`src/rtl/out_uart_tx.sv`:
```
// ---------------------------------------------------------------------------
// out_uart_tx
//
// Serial transmitter for the 16-bit output register. Each word written with
// ld_outr is queued in a 4-deep FIFO and sent as two 8N1 UART frames, high
// byte first, LSB first within each byte. Every serial bit lasts CLK_DIV
// clock cycles.
//
// Ports
//   clk       in   system clock, rising edge
//   rst       in   synchronous active-high reset
//   ld_outr   in   write strobe (same strobe that loads out_reg)
//   ra[15:0]  in   word to queue, sampled when ld_outr=1
//   txd       out  registered serial line, idles high
//   busy      out  FIFO non-empty or frame in progress
//   full      out  FIFO holds 4 words
//   overflow  out  sticky: a write was dropped because the FIFO was full
// ---------------------------------------------------------------------------
module out_uart_tx #(
   parameter int CLK_DIV = 434
) (
   input  logic        clk,
   input  logic        rst,
   input  logic        ld_outr,
   input  logic [15:0] ra,
   output logic        txd,
   output logic        busy,
   output logic        full,
   output logic        overflow
);

   localparam int BW = (CLK_DIV > 1) ? $clog2(CLK_DIV) : 1;
   localparam logic [BW-1:0] BAUD_LAST = BW'(CLK_DIV - 1);
   localparam logic [BW-1:0] BAUD_ONE  = BW'(1);

   typedef enum logic [1:0] {
      IDLE  = 2'd0,
      START = 2'd1,
      DATA  = 2'd2,
      STOP  = 2'd3
   } state_t;

   // ------------------------------------------------------------------
   // Storage and state
   // ------------------------------------------------------------------
   logic [15:0]   r_mem [0:3];
   logic [1:0]    r_wptr;
   logic [1:0]    r_rptr;
   logic [2:0]    r_count;
   logic          r_overflow;

   state_t        r_state;
   logic          r_hi_lo;
   logic [2:0]    r_bit_idx;
   logic [BW-1:0] r_baud;
   logic [15:0]   r_shift;
   logic          r_txd;

   logic          w_pop;
   logic          w_push;
   logic          w_drop;
   logic          w_baud_end;
   logic [7:0]    w_byte;

   // The FSM pops the head word on the same edge it leaves IDLE.
   assign w_pop  = (r_state == IDLE) && (r_count != 3'd0);

   // A full FIFO still accepts a write when a pop frees a slot that edge.
   assign w_push = ld_outr && ((r_count != 3'd4) || w_pop);
   assign w_drop = ld_outr && (r_count == 3'd4) && !w_pop;

   assign w_baud_end = (r_baud == BAUD_LAST);

   // Byte currently on the line: hi_lo=1 selects the high byte.
   generate
      for (genvar gi = 0; gi < 8; gi++) begin : g_byte_sel
         assign w_byte[gi] = r_hi_lo ? r_shift[8 + gi] : r_shift[gi];
      end
   endgenerate

   // ------------------------------------------------------------------
   // FIFO storage: no reset so it maps onto distributed/block RAM. Writes
   // during reset are suppressed so an ignored strobe leaves no trace.
   // ------------------------------------------------------------------
   always_ff @(posedge clk) begin
      if (w_push && !rst) begin
         r_mem[r_wptr] <= ra;
      end
   end

   // ------------------------------------------------------------------
   // FIFO pointers, occupancy and sticky overflow
   // ------------------------------------------------------------------
   always_ff @(posedge clk) begin
      if (rst) begin
         r_wptr     <= 2'd0;
         r_rptr     <= 2'd0;
         r_count    <= 3'd0;
         r_overflow <= 1'b0;
      end else begin
         if (w_push) begin
            r_wptr <= r_wptr + 2'd1;
         end
         if (w_pop) begin
            r_rptr <= r_rptr + 2'd1;
         end
         case ({w_push, w_pop})
            2'b10:   r_count <= r_count + 3'd1;
            2'b01:   r_count <= r_count - 3'd1;
            default: r_count <= r_count;
         endcase
         if (w_drop) begin
            r_overflow <= 1'b1;
         end
      end
   end

   // ------------------------------------------------------------------
   // Transmit FSM. Every state lasts CLK_DIV cycles; txd is registered and
   // takes the value of the state being entered on the transition edge.
   // ------------------------------------------------------------------
   always_ff @(posedge clk) begin
      if (rst) begin
         r_state   <= IDLE;
         r_hi_lo   <= 1'b0;
         r_bit_idx <= 3'd0;
         r_baud    <= '0;
         r_shift   <= 16'd0;
         r_txd     <= 1'b1;
      end else begin
         case (r_state)
            IDLE: begin
               r_baud <= '0;
               r_txd  <= 1'b1;
               if (w_pop) begin
                  r_shift <= r_mem[r_rptr];
                  r_hi_lo <= 1'b1;
                  r_state <= START;
                  r_txd   <= 1'b0;
               end
            end

            START: begin
               if (w_baud_end) begin
                  r_baud    <= '0;
                  r_bit_idx <= 3'd0;
                  r_state   <= DATA;
                  r_txd     <= w_byte[0];
               end else begin
                  r_baud <= r_baud + BAUD_ONE;
               end
            end

            DATA: begin
               if (w_baud_end) begin
                  r_baud <= '0;
                  if (r_bit_idx == 3'd7) begin
                     r_state <= STOP;
                     r_txd   <= 1'b1;
                  end else begin
                     r_bit_idx <= r_bit_idx + 3'd1;
                     r_txd     <= w_byte[r_bit_idx + 3'd1];
                  end
               end else begin
                  r_baud <= r_baud + BAUD_ONE;
               end
            end

            STOP: begin
               if (w_baud_end) begin
                  r_baud <= '0;
                  if (r_hi_lo) begin
                     // High byte done: second frame follows with no gap.
                     r_hi_lo <= 1'b0;
                     r_state <= START;
                     r_txd   <= 1'b0;
                  end else begin
                     // Passing through IDLE gives the 1-cycle gap between words.
                     r_state <= IDLE;
                     r_txd   <= 1'b1;
                  end
               end else begin
                  r_baud <= r_baud + BAUD_ONE;
               end
            end

            default: begin
               r_state <= IDLE;
               r_baud  <= '0;
               r_txd   <= 1'b1;
            end
         endcase
      end
   end

   // ------------------------------------------------------------------
   // Outputs
   // ------------------------------------------------------------------
   assign txd      = r_txd;
   assign busy     = (r_state != IDLE) || (r_count != 3'd0);
   assign full     = (r_count == 3'd4);
   assign overflow = r_overflow;

endmodule

```
`config.mk`:
```
export PLATFORM = sky130hd
export DESIGN_NAME = out_uart_tx
export DESIGN_NICKNAME = d
export VERILOG_FILES = /design/src/rtl/out_uart_tx.sv
export SDC_FILE = /design/constraint.sdc
export NUM_CORES = 1
export LEC_CHECK = 0
export ABC_AREA = 1
export CORE_MARGIN = 5
export CORE_UTILIZATION = 53
export CTS_BUF_LIST = sky130_fd_sc_hd__clkbuf_4 sky130_fd_sc_hd__clkbuf_8 sky130_fd_sc_hd__clkbuf_16
export CTS_CLUSTER_SIZE = 20
export DETAILED_ROUTE_END_ITERATION = 10
export GPL_TIMING_DRIVEN = 0
export PLACE_DENSITY = 0.72
export SYNTH_ARGS = -nofsm -noshare
export SYNTH_HDL_FRONTEND = slang
export SYNTH_SLANG_ARGS = --single-unit
```
`constraint.sdc`:
```
create_clock -name clk -period 2.2 [get_ports clk]
set_input_delay 0.22 -clock clk [delete_from_list [all_inputs] [get_ports clk]]
set_output_delay 0.22 -clock clk [all_outputs]
set_load 0.03 [all_outputs]
```
Word-level counts from Yosys, hierarchy flattened
Memories as Yosys holds them, arrays and structs flattened. A register that Yosys moved wholly into a read port is not among the register bits.
Cells that the tools add are included.
{"block": "word_totals", "ff_bits": 24, "latch_bits": 0, "ramBits": 64, "rom_bits": 0, "output_inout_bits": 4, "word_cells": 89, "memories": 1}
{"memory": "r_mem", "words": 4, "width": 16, "rd": 1, "rd_clocked_by_memory_dff": 1, "wr": 1, "line": "46", "rtl": "logic [15:0] r_mem [0:3];"}
{"block": "op_classes", "add_sub_neg": 6, "n_mul": 0, "div": 0, "magnitude_cmp": 1, "n_eq_ne": 15, "n_shift": 0, "n_mux": 36, "n_bitwise": 0, "reduce_logical": 21}
{"operator": "2-to-1 mux 1 bit", "count": 20}
{"operator": "case mux 9 bit (2 select lines)", "count": 1}
{"operator": "!= test 2 bit (second input constant)", "count": 6}
{"operator": "case mux 3 bit (2 select lines)", "count": 2}
{"operator": "2-to-1 mux 2 bit", "count": 5}
{"operator": "adder 9 x 1 -> 9 bit (second input constant)", "count": 1}
{"operator": "equality test 9 bit (second input constant)", "count": 1}
{"operator": "2-to-1 mux 3 bit", "count": 3}
{"operator": "2-to-1 mux 9 bit", "count": 1}
{"operator": "case mux 2 bit (4 select lines)", "count": 1}
{"operator": "nonzero test 2 bit", "count": 4}
{"operator": "adder 3 x 1 -> 3 bit (second input constant)", "count": 2}
{"operator": "equality test 2 bit (second input constant)", "count": 3}
{"operator": "equality test 3 bit (second input constant)", "count": 2}
{"operator": "AND reduction 3 bit", "count": 2}
{"operator": "logical AND 1 bit", "count": 5}
{"operator": "AND reduction 5 bit", "count": 1}
{"operator": "adder 2 x 1 -> 2 bit (second input constant)", "count": 2}
{"operator": "equality test 2 x 1 -> 1 bit (second input constant)", "count": 2}
{"operator": "less-than comparator 3 x 4 -> 1 bit (second input constant)", "count": 1}
{"operator": "case mux 1 bit (4 select lines)", "count": 1}
{"operator": "AND reduction 4 bit", "count": 1}
{"operator": "binary-select mux 1 bit (select 3 bit)", "count": 1}
{"operator": "!= test 3 bit (second input constant)", "count": 1}
{"operator": "8 further kinds", "count": 10}

Logic depth before layout (Yosys ltp)
{"block": "logic_depth", "depth_word": 7, "mapped_depth": 11}

Worst setup path after synthesis
No wires, ideal clock.
{"block": "synth_timing", "path_kind": "register to register", "startpoint": "register r_state[0]", "endpoint": "memory r_mem[0][0] (enable)", "arrival_ns": 1.788, "t_required_ns": 1.811, "setup_slack_ns": 0.024, "path_stages_with_launch": 9, "n_path_buf": 0, "period_less_slack_ns": 2.176, "path_cell_list": "dfxtp_1 > inv_1 > ha_1 > inv_2 > nand2_1 > nand2_2 > inv_2 > nand2_1 > nor2_1"}
{"block": "synth_between", "elab_chain_len": 7}
{"element": "from (decl)", "line": "52", "rtl": "state_t r_state;"}
{"element": "from (signal assigned)", "line": "124", "rtl": "r_state <= IDLE;"}
{"element": "from (signal assigned)", "line": "138", "rtl": "r_state <= START;"}
{"element": "from (signal assigned)", "line": "147", "rtl": "r_state <= DATA;"}
{"element": "zero test 2 bit", "line": "66", "rtl": "assign w_pop = (r_state == IDLE) && (r_count != 3'd0);"}
{"element": "logical AND 1 bit", "line": "66"}
{"element": "logical OR 1 bit", "line": "69", "rtl": "assign w_push = ld_outr && ((r_count != 3'd4) || w_pop);"}
{"element": "logical AND 1 bit", "line": "69"}
{"element": "logical AND 1 bit", "line": "86", "rtl": "if (w_push && !rst) begin"}
{"element": "2-to-1 mux 1 bit", "line": "86"}
{"element": "2-to-1 mux 1 bit (not written as such)", "line": "87", "rtl": "r_mem[r_wptr] <= ra;"}
{"element": "to (decl)", "line": "46"}
Every way passes these cells.

Worst setup path after layout
{"block": "layout_timing", "startpoint": "register r_state[1]", "endpoint": "memory r_mem[2][1] (enable)"}
Same word-level chain as after synthesis.

==> key figures <==
STA
  • Slew headroom: 0.643
  • Worst Clk Skew: 0.00570 ns
  • Final slew viol count: 0
  • RSZ-0062 raised after global routing: false
  • Final min period: 2.05 ns
  • Fmax: 488 MHz
  • Slew of the pin with the lowest slew margin: 0.536 ns
  • Setup TNS: 0 ns
  • Final Hold Violating Endpoints: 0
  • Setup slack after layout: 0.152 ns
  • Final setup vio count: 0
  • Final period utilization: 0.931

Layout
  • Layout cell share with drive strength beyond 1: 0.112
  • FILL cells: 669
  • N_diodes: 0
  • Final instance area: 5020 µm²
  • Multi-input gate area: 1440 µm²
  • Layout area overhead: 14.7%
  • Layout Nets: 508
  • Sequential Area: 2720 µm²

Clock network
  • Hold Buf Count CTS: 0
  • Max clock buf depth: 2
  • CTS tree: built
  • CTS clock-pin slew for the worst setup and hold paths: 0.10 ns
  • CTS Buf Count: 9
  • CTS root buffer: clkbuf_8
  • H-tree Lvls: 3
  • Latest clock arrival within the worst-skew pair: 0.37 ns
  • Clk sinks: 104

Synthesis
  • Top_reg_cell synth: edfxtp_1
  • Post-Synth Adder-Cell Area: 0.0389
  • Most instantiated cells after synthesis: nor2_1, edfxtp_1, o21ai_0
  • Synth Area in Compound Gates: 0.121
  • Synth Area per Inst: 10.0 µm²
  • Post-synthesis cell area: 4380 µm²
  • Synth area leader: edfxtp_1
  • Largest family of logic cells by synthesized area: simple AND/OR/NAND/NOR gates
  • Count leader, synth: nor2_1
  • Mux cell area share after synthesis: 0
  • Yosys reg bits: 104
  • Asr flop ratio synth: 0
  • Post-Syn Instances: 438
  • Simple-Gate Fraction of Synth Area: 0.161
  • Yosys top cell area share: 0.439
  • Post-synthesis xor/xnor area fraction: 0.00200
  • Sequential area share after synthesis: 0.622
  • Synth unique cells: 31
  • Synthesized Nets: 470
  • Syn. warnings: 0
  • Post-synth EDFFs: 64
  • Synth area leaders: edfxtp_1, dfxtp_1, nor2_1

Placed design
  • Routability Congestion: 0.867
  • DP Area: 4770 µm²
  • Port Buffers: 22
  • Worst slack, placed: -0.558 ns
  • Final HPWL DP: 6.01 mm

Power
  • Gate power share: 0.346
  • Maximum vdd drop: 0.529 mV
  • Power per Cell Area: 1070 nW/µm²
  • Switching Share: 0.374
  • Clk pwr share: 0.201
  • Internal power: 3370 µW
  • Sequential Power Share: 0.453
  • Lkg Pwr: 0.00183 µW
  • P_sw: 2010 µW

Floorplanning
  • Die height: 101 µm
  • Site Rows: 33
  • Die area: 10200 µm²
  • Initial core utilization: 0.538
  • Core area: 8130 µm²
  • Boundary Pins: 23
  • Die Wd: 101 µm

GRT
  • Vias in the first global route: 3201
  • Global-route wire length before repair: 15.2 mm
  • Largest net degree at the start of global routing: 19
  • Grt ovf: 0
  • Initial antenna violation count: 0
  • Gr usage total: 0.194

Worst setup path
  • Worst path max stage delay: 0.34 ns
  • CP Launch Type: flop
  • Critical-path cell list: inv_1 > ha_2 > inv_2 > nand2_1 > nand2_2 > inv_2 > nand2_1 > nor2_2 > buf_8
  • Crit end category: flop
  • Crit Path Class: flop to flop
  • Critical Path AT: 2.12 ns
  • Critical path buffer and inverter count: 4
  • CP max-delay cell: dfxtp_1
  • Crit-path max FO: 15
  • Top delay family on crit path: simple AND/OR/NAND/NOR gates
  • Critical Path RT: 2.27 ns

Drt
  • Initial DRC count: 222
  • DR WL/cell: 15.5 µm
  • Vias per cell: 5.42
  • Antenna-violating nets left: 0
  • DR pass1 iterations: 4
  • Remaining DRCs: 0
  • Via Count: 3174
  • Post-Route WL: 9.10 mm

Outcome
  • Status: finished, final reports clean

Flow run
  • MaxCap Viol Count: 0

Worst hold path
  • Hold Crit Class: flop to flop
==> cells in the final DEF, fill, tap and decap left out, types with 8 or more instances in the layout <==
| cell | count |
|---|---|
| o21ai_0 | 55 |
| nand3_1 | 20 |
| a21oi_1 | 19 |
| dfxtp_1 | 40 |
| nor2_1 | 75 |
| clkdlybuf4s50_1 | 21 |
| buf_2 | 8 |
| ha_1 | 11 |
| inv_1 | 33 |
| nand2_1 | 46 |
| a31oi_1 | 17 |
| edfxtp_1 | 64 |
| clkbuf_8 | 9 |
==> worst paths after layout <==
| check | start | to | slack (ns) | cells past startpoint |
|---|---|---|---|---|
| worst max-delay path | r_state[1]$_SDFFE_PP0P_ | r_mem[2][1]$_DFFE_PP_ | 0.15 | 9 |
| worst min register to register | overflow$_SDFFE_PP0P_ | overflow$_SDFFE_PP0P_ | 0.46 | 2 |
| worst min-delay path | overflow$_SDFFE_PP0P_ | overflow$_SDFFE_PP0P_ | 0.46 | 2 |
| worst max register to register | r_state[1]$_SDFFE_PP0P_ | r_mem[2][1]$_DFFE_PP_ | 0.15 | 9 |
==> final cells by class <==
type / instances / share of cell area
clock buffers: 9 / 0.0247
multi-input cells: 278 / 0.287
plain buffers: 16 / 0.0177
repair buffers: 27 / 0.0608
inverters: 40 / 0.0304
clock inverters: 7 / 0.0115
flip-flops and latches: 104 / 0.542
well taps: 105 / 0.0261
==> metrics by stage <==
step                      instances  hold WS, ns   util  total power (µW)
final                           586        0.457  0.618              5380
after global routing            586        0.460  0.618              5750
after CTS                       586        0.460  0.617              5400
after detailed placement        567        0.445  0.586              4310
after global placement          565        0.435  0.582              4240
after floorplan                 438        0.289      -              3770
==> state kept, by name, indices dropped and copies added, names as in the netlist, 2 cells and up <==
signal     flops
r_bit_idx      3
r_baud         9
r_shift       16
r_wptr         2
r_state        2
r_count        3
r_mem         64
r_rptr         2
==> timing repair <==
action                                  CTS  global route
resized for setup                         4             1
pin swaps                                 3             0
endpoints found under the setup margin   42            15
buffers inserted                          3             0
==> layer usage <==
| layer | GRT usage | vias to the layer above | part of all wire |
|---|---|---|---|
| met3 | 0.0512 | 10 | 0.057 |
| met4 | 0.0573 | 0 | 0.011 |
| met1 | 0.241 | 1497 | 0.43 |
| met2 | 0.331 | 86 | 0.50 |
| li1 | - | 1581 | - |
| met5 | 0 | - | 0 |
==> kinds of logic (layout without fill, tap and decap cells) <==
| family | after synthesis | count (layout) |
|---|---|---|
| buffers and inverters | 56 | 99 |
| and+or+nand+nor | 164 | 164 |
| DFF | 104 | 104 |
| xor gates and xnor gates | 1 | 1 |
| adders and majority gates | 13 | 13 |
| AOI/OAI and AO/OA | 100 | 100 |
==> power by group through the flow <==
stage	sequential (µW)	clock (µW)	combinational, µW
after detailed placement	2480	0	1830
final	2440	1080	1860
after global placement	2480	0	1770
after floorplan	2460	0	1310
after global routing	2460	1190	2090
after CTS	2440	1100	1860
==> tightest hold or removal path, cell delays in order, from the launching register on <==
cell and delay [ns]:
dfxtp_1 0.32, inv_1 0.04, a21oi_1 0.05
Power figures use the tool's default switching activity.
==> RTL change 1, RTL diff (same settings) <==
Put one more register stage on the output `overflow`. The value now appears one clock later. The other outputs are not delayed to match.
--- a/src/rtl/out_uart_tx.sv
+++ b/src/rtl/out_uart_tx.sv
@@ -201,3 +201,5 @@
    assign full     = (r_count == 3'd4);
-   assign overflow = r_overflow;
+   always_ff @(posedge clk) begin
+      overflow <= r_overflow;
+   end
 
Formal check against the unedited RTL: not equivalent (Yosys sat finds a counterexample within 10 cycles, from zero or initial values and one cycle with rst high).
==> RTL change 1 against the original RTL <==
- sequential cell count rose by 1
- highest routed layer unchanged
- global-route usage fell by 0.72 points
- die area rose by 0.41%
- synthesized area rose by 0.46%
- worst setup slack improved by 59 ps
- via count fell by 2.2%
- final area rose by 0.32%
- routed wire length fell by 4.1%
- total power rose by 2.0%
==> RTL change 1: results (changes against the original RTL) <==
static leakage=1.84 nW (was 1.83 nW); status=complete, no violations (unchanged); met2 usage=29.9% (was 33.1%); met1 GRT Util=24.8% (was 24.1%); postcts setup bufs=0 (was 3); fillcell total=661 (was 669); Die ar.=0.0102 mm^2 (about the same); gpl congestion=0.857 (was 0.867); CTS resizes=3 (was 4); HPWL after DPL=5830 um (was 6010 um); Synth warnings=0 (unchanged); vias in the first global route=3,038 (was 3,201); hold path cells=0 (was 2); relative slew slack=63.0% (was 64.3%); first-pass GRT wire length=14,700 um (was 15,200 um); Non-CTS buffers=42 (was 43); share of layout cells above drive strength 1=11.4% (was 11.2%); ranking of synthesized cells by area=edfxtp_1, dfxtp_1, nor2_1, o21ai_0, nand2_1 (unchanged); multi-input combinational area share=28.5% (was 28.7%); met2 wire length=4210 um (was 4570 um); NonClk Buf Share=7.40% (was 7.84%); largest net degree at the start of global routing=22 (was 19); Max FO, Critical Path=14 (was 15); clock network power=1.20 mW (was 1.08 mW); FF+latch area=0.00274 mm^2 (was 0.00272 mm^2); syn_nets=471 (was 470); Peak VDD IR=0.623 mV (was 0.529 mV); ClkCell Share=4.05% (was 3.61%); DRT met1 WL=4000 um (was 3910 um); met3 Resource Use GR=4.78% (was 5.12%); sw frac=37.7% (was 37.4%); Antenna diodes=0 (unchanged); Seq cells=105 (was 104); dpl ws=-519 ps (was -558 ps); 1st-iter DRT viols=177 (was 222); clock power share=21.8% (was 20.1%); Area after DPL=0.00481 mm^2 (was 0.00477 mm^2); DRT Wirelength=8720 um (was 9100 um); post-synthesis sequential area ratio=62.3% (was 62.2%); Worst Skew=9.39 ps (was 5.70 ps)
-- RTL change 1: cell count changes in the layout (fill, tap and decap cells not counted), moves of 2 or more --
cell      unedited run  this run
clkinv_1             2         0
inv_8                0         2
buf_8                1         3
buf_12               3         1
-- RTL change 1: final timing paths --
check,startpoint,to,slack (ps)
worst max register to register,r_state[1],r_mem[1][3],210
worst min-delay path,r_overflow,overflow,360
worst min register to register,r_overflow,overflow,360
worst max-delay path,r_state[1],r_mem[1][3],210
-- RTL change 1: through the flow --
step | instances | utilization [%]
2_1_floorplan | 439 | -
3_3_place_gp | 566 | 58.4
3_5_place_dp | 569 | 59.1
4_1_cts | 585 | 61.7
5_1_grt | 586 | 62.0
6_report | 586 | 62.0
-- RTL change 1: cell families (layout without fill, tap and decap cells) --
logic type | Yosys count | after routing | synth area share, %
simple gates | 164 | 164 | 16.1
buf+inv | 56 | 98 | 5.49
flops | 105 | 105 | 62.3
fa+ha+maj | 13 | 13 | 3.87
xor+xnor | 1 | 1 | 0.199
compound gates | 100 | 100 | 12.0
==> RTL change 2, RTL diff (same settings) <==
Made on the original files. `CLK_DIV`: 434 -> 217.
--- a/src/rtl/out_uart_tx.sv
+++ b/src/rtl/out_uart_tx.sv
@@ -19,3 +19,3 @@
 module out_uart_tx #(
-   parameter int CLK_DIV = 434
+   parameter int CLK_DIV = 217
 ) (
Check against the original RTL: no difference found for any inputs over 10 cycles, from zero or initial values and one cycle with rst high; that may be too few to reach the edited logic, so the function may still have changed.
==> RTL change 2 against the original RTL <==
- synthesized area down 1.5%
- critical path type is now in2reg
- worst setup slack worse by 5.1 ps
- die area down 1.4%
- register-to-register slack better by 20 ps
- final area down 1.7%
- non-clock buffer count unchanged
- routed wire length down 2.1%
- critical endpoint is now r_mem[2][3]
- sequential cell count down 1
- total power down 0.95%
==> RTL change 2: results (changes against the original RTL) <==
status=complete, no violations (unchanged); fillcell total=607 (was 669); static leakage=1.78 nW (was 1.83 nW); Cells after DPL=558 (was 567); dpl ws=-669 ps (was -558 ps); Final period util=93.3% (was 93.1%); 1st-iter DRT viols=209 (was 222); Global Route Usage Sum=18.7% (was 19.4%); routed len/inst=15.4 um (was 15.5 um); reg2reg end=r_mem[2][3] (was r_mem[2][1]); post-synthesis sequential area ratio=62.7% (was 62.2%); Synth top cells by count=nor2_1, edfxtp_1, o21ai_0, nand2_1, dfxtp_1 (unchanged); CP max stage cell=clkdlybuf4s50_1 (was dfxtp_1); first-pass GRT wire length=14,600 um (was 15,200 um); share of layout cells above drive strength 1=9.47% (was 11.2%); gpl congestion=0.890 (was 0.867); syn_nets=464 (was 470); worst stage delay on the critical path=530 ps (was 340 ps); vias in the first global route=3,018 (was 3,201); biggest regs=r_mem: 64 flops, r_shift: 16 flops, r_baud: 8 flops (was r_mem: 64 flops, r_shift: 16 flops, r_baud: 9 flops); Min Hold Slack=456 ps (was 457 ps); Worst Skew=14.9 ps (was 5.70 ps); Peak VDD IR=0.595 mV (was 0.529 mV); Synth cell types=32 (was 31); ranking of synthesized cells by area=edfxtp_1, dfxtp_1, nor2_1, o21ai_0, nand2_1 (unchanged); sw frac=37.7% (was 37.4%)
-- RTL change 2: cell types whose count changed after synthesis, sizes merged, moves of 3 or more --
cell	delta
nand2	-4
inv	-3
nor2	+4
clkinv	+3
-- RTL change 2: routing by layer --
metal	track usage, %	wire [um]	vias to the layer above
met3	3.13	296	13
met2	31.2	4340	60
met4	6.94	154	0
li1	-	-	1553
met1	24.4	4120	1500
met5	0	0	-
-- RTL change 2: worst max path at each step --
stage / startpoint / depth (start not counted) / end
6_report: rst / 6 / r_mem[2][3]
5_1_grt: r_state[0] / 12 / r_count[2]
4_1_cts: rst / 5 / r_mem[1][9]
3_5_place_dp: rst / 5 / r_mem[1][11]
3_3_place_gp: rst / 5 / r_mem[2][9]
2_1_floorplan: r_state[0] / 8 / r_mem[0][0]
-- RTL change 2: worst min-delay path: stages (launching register included) --
cell and delay [ps]:
dfxtp_1 330, inv_1 50, a21oi_1 50
-- RTL change 2: area by class of cell --
class,count,area [um^2],share of cell area [%]
timing repair buffer,27,299,6.05
clock inverter,7,55.1,1.11
tap,102,128,2.58
buffer,16,72.6,1.47
clock buffer,9,124,2.51
sequential,103,2700,54.7
inverter,40,153,3.09
multi-input combinational,273,1410,28.5
-- RTL change 2: logic make-up after synthesis --
logic type	synth area share, %
buf+inv	5.22
simple gates	15.7
flops	62.7
xor+xnor	0.203
compound gates	12.3
fa+ha+maj	3.95
-- RTL change 2: power by group through the flow --
stage	combinational [mW]	clock, mW	sequential [mW]
finish	1.80	1.11	2.42
detailed placement	1.75	0	2.46
global placement	1.70	0	2.45
global route	2.03	1.21	2.44
CTS	1.76	1.13	2.41
floorplan	1.24	0	2.43
-- RTL change 2: timing repair --
action / 4_1_cts / 5_1_grt
resized for setup: 4 / 2
pin swaps: 0 / 2
buffers inserted: 0 / 3
setup endpoints to repair: 33 / 34
-- RTL change 2: stage by stage --
stage	util, %	instance area (um^2)
4_1_cts	62.5	4880
5_1_grt	63.3	4940
3_3_place_gp	59.7	4660
6_report	63.3	4940
3_5_place_dp	60.2	4700
2_1_floorplan	-	4310
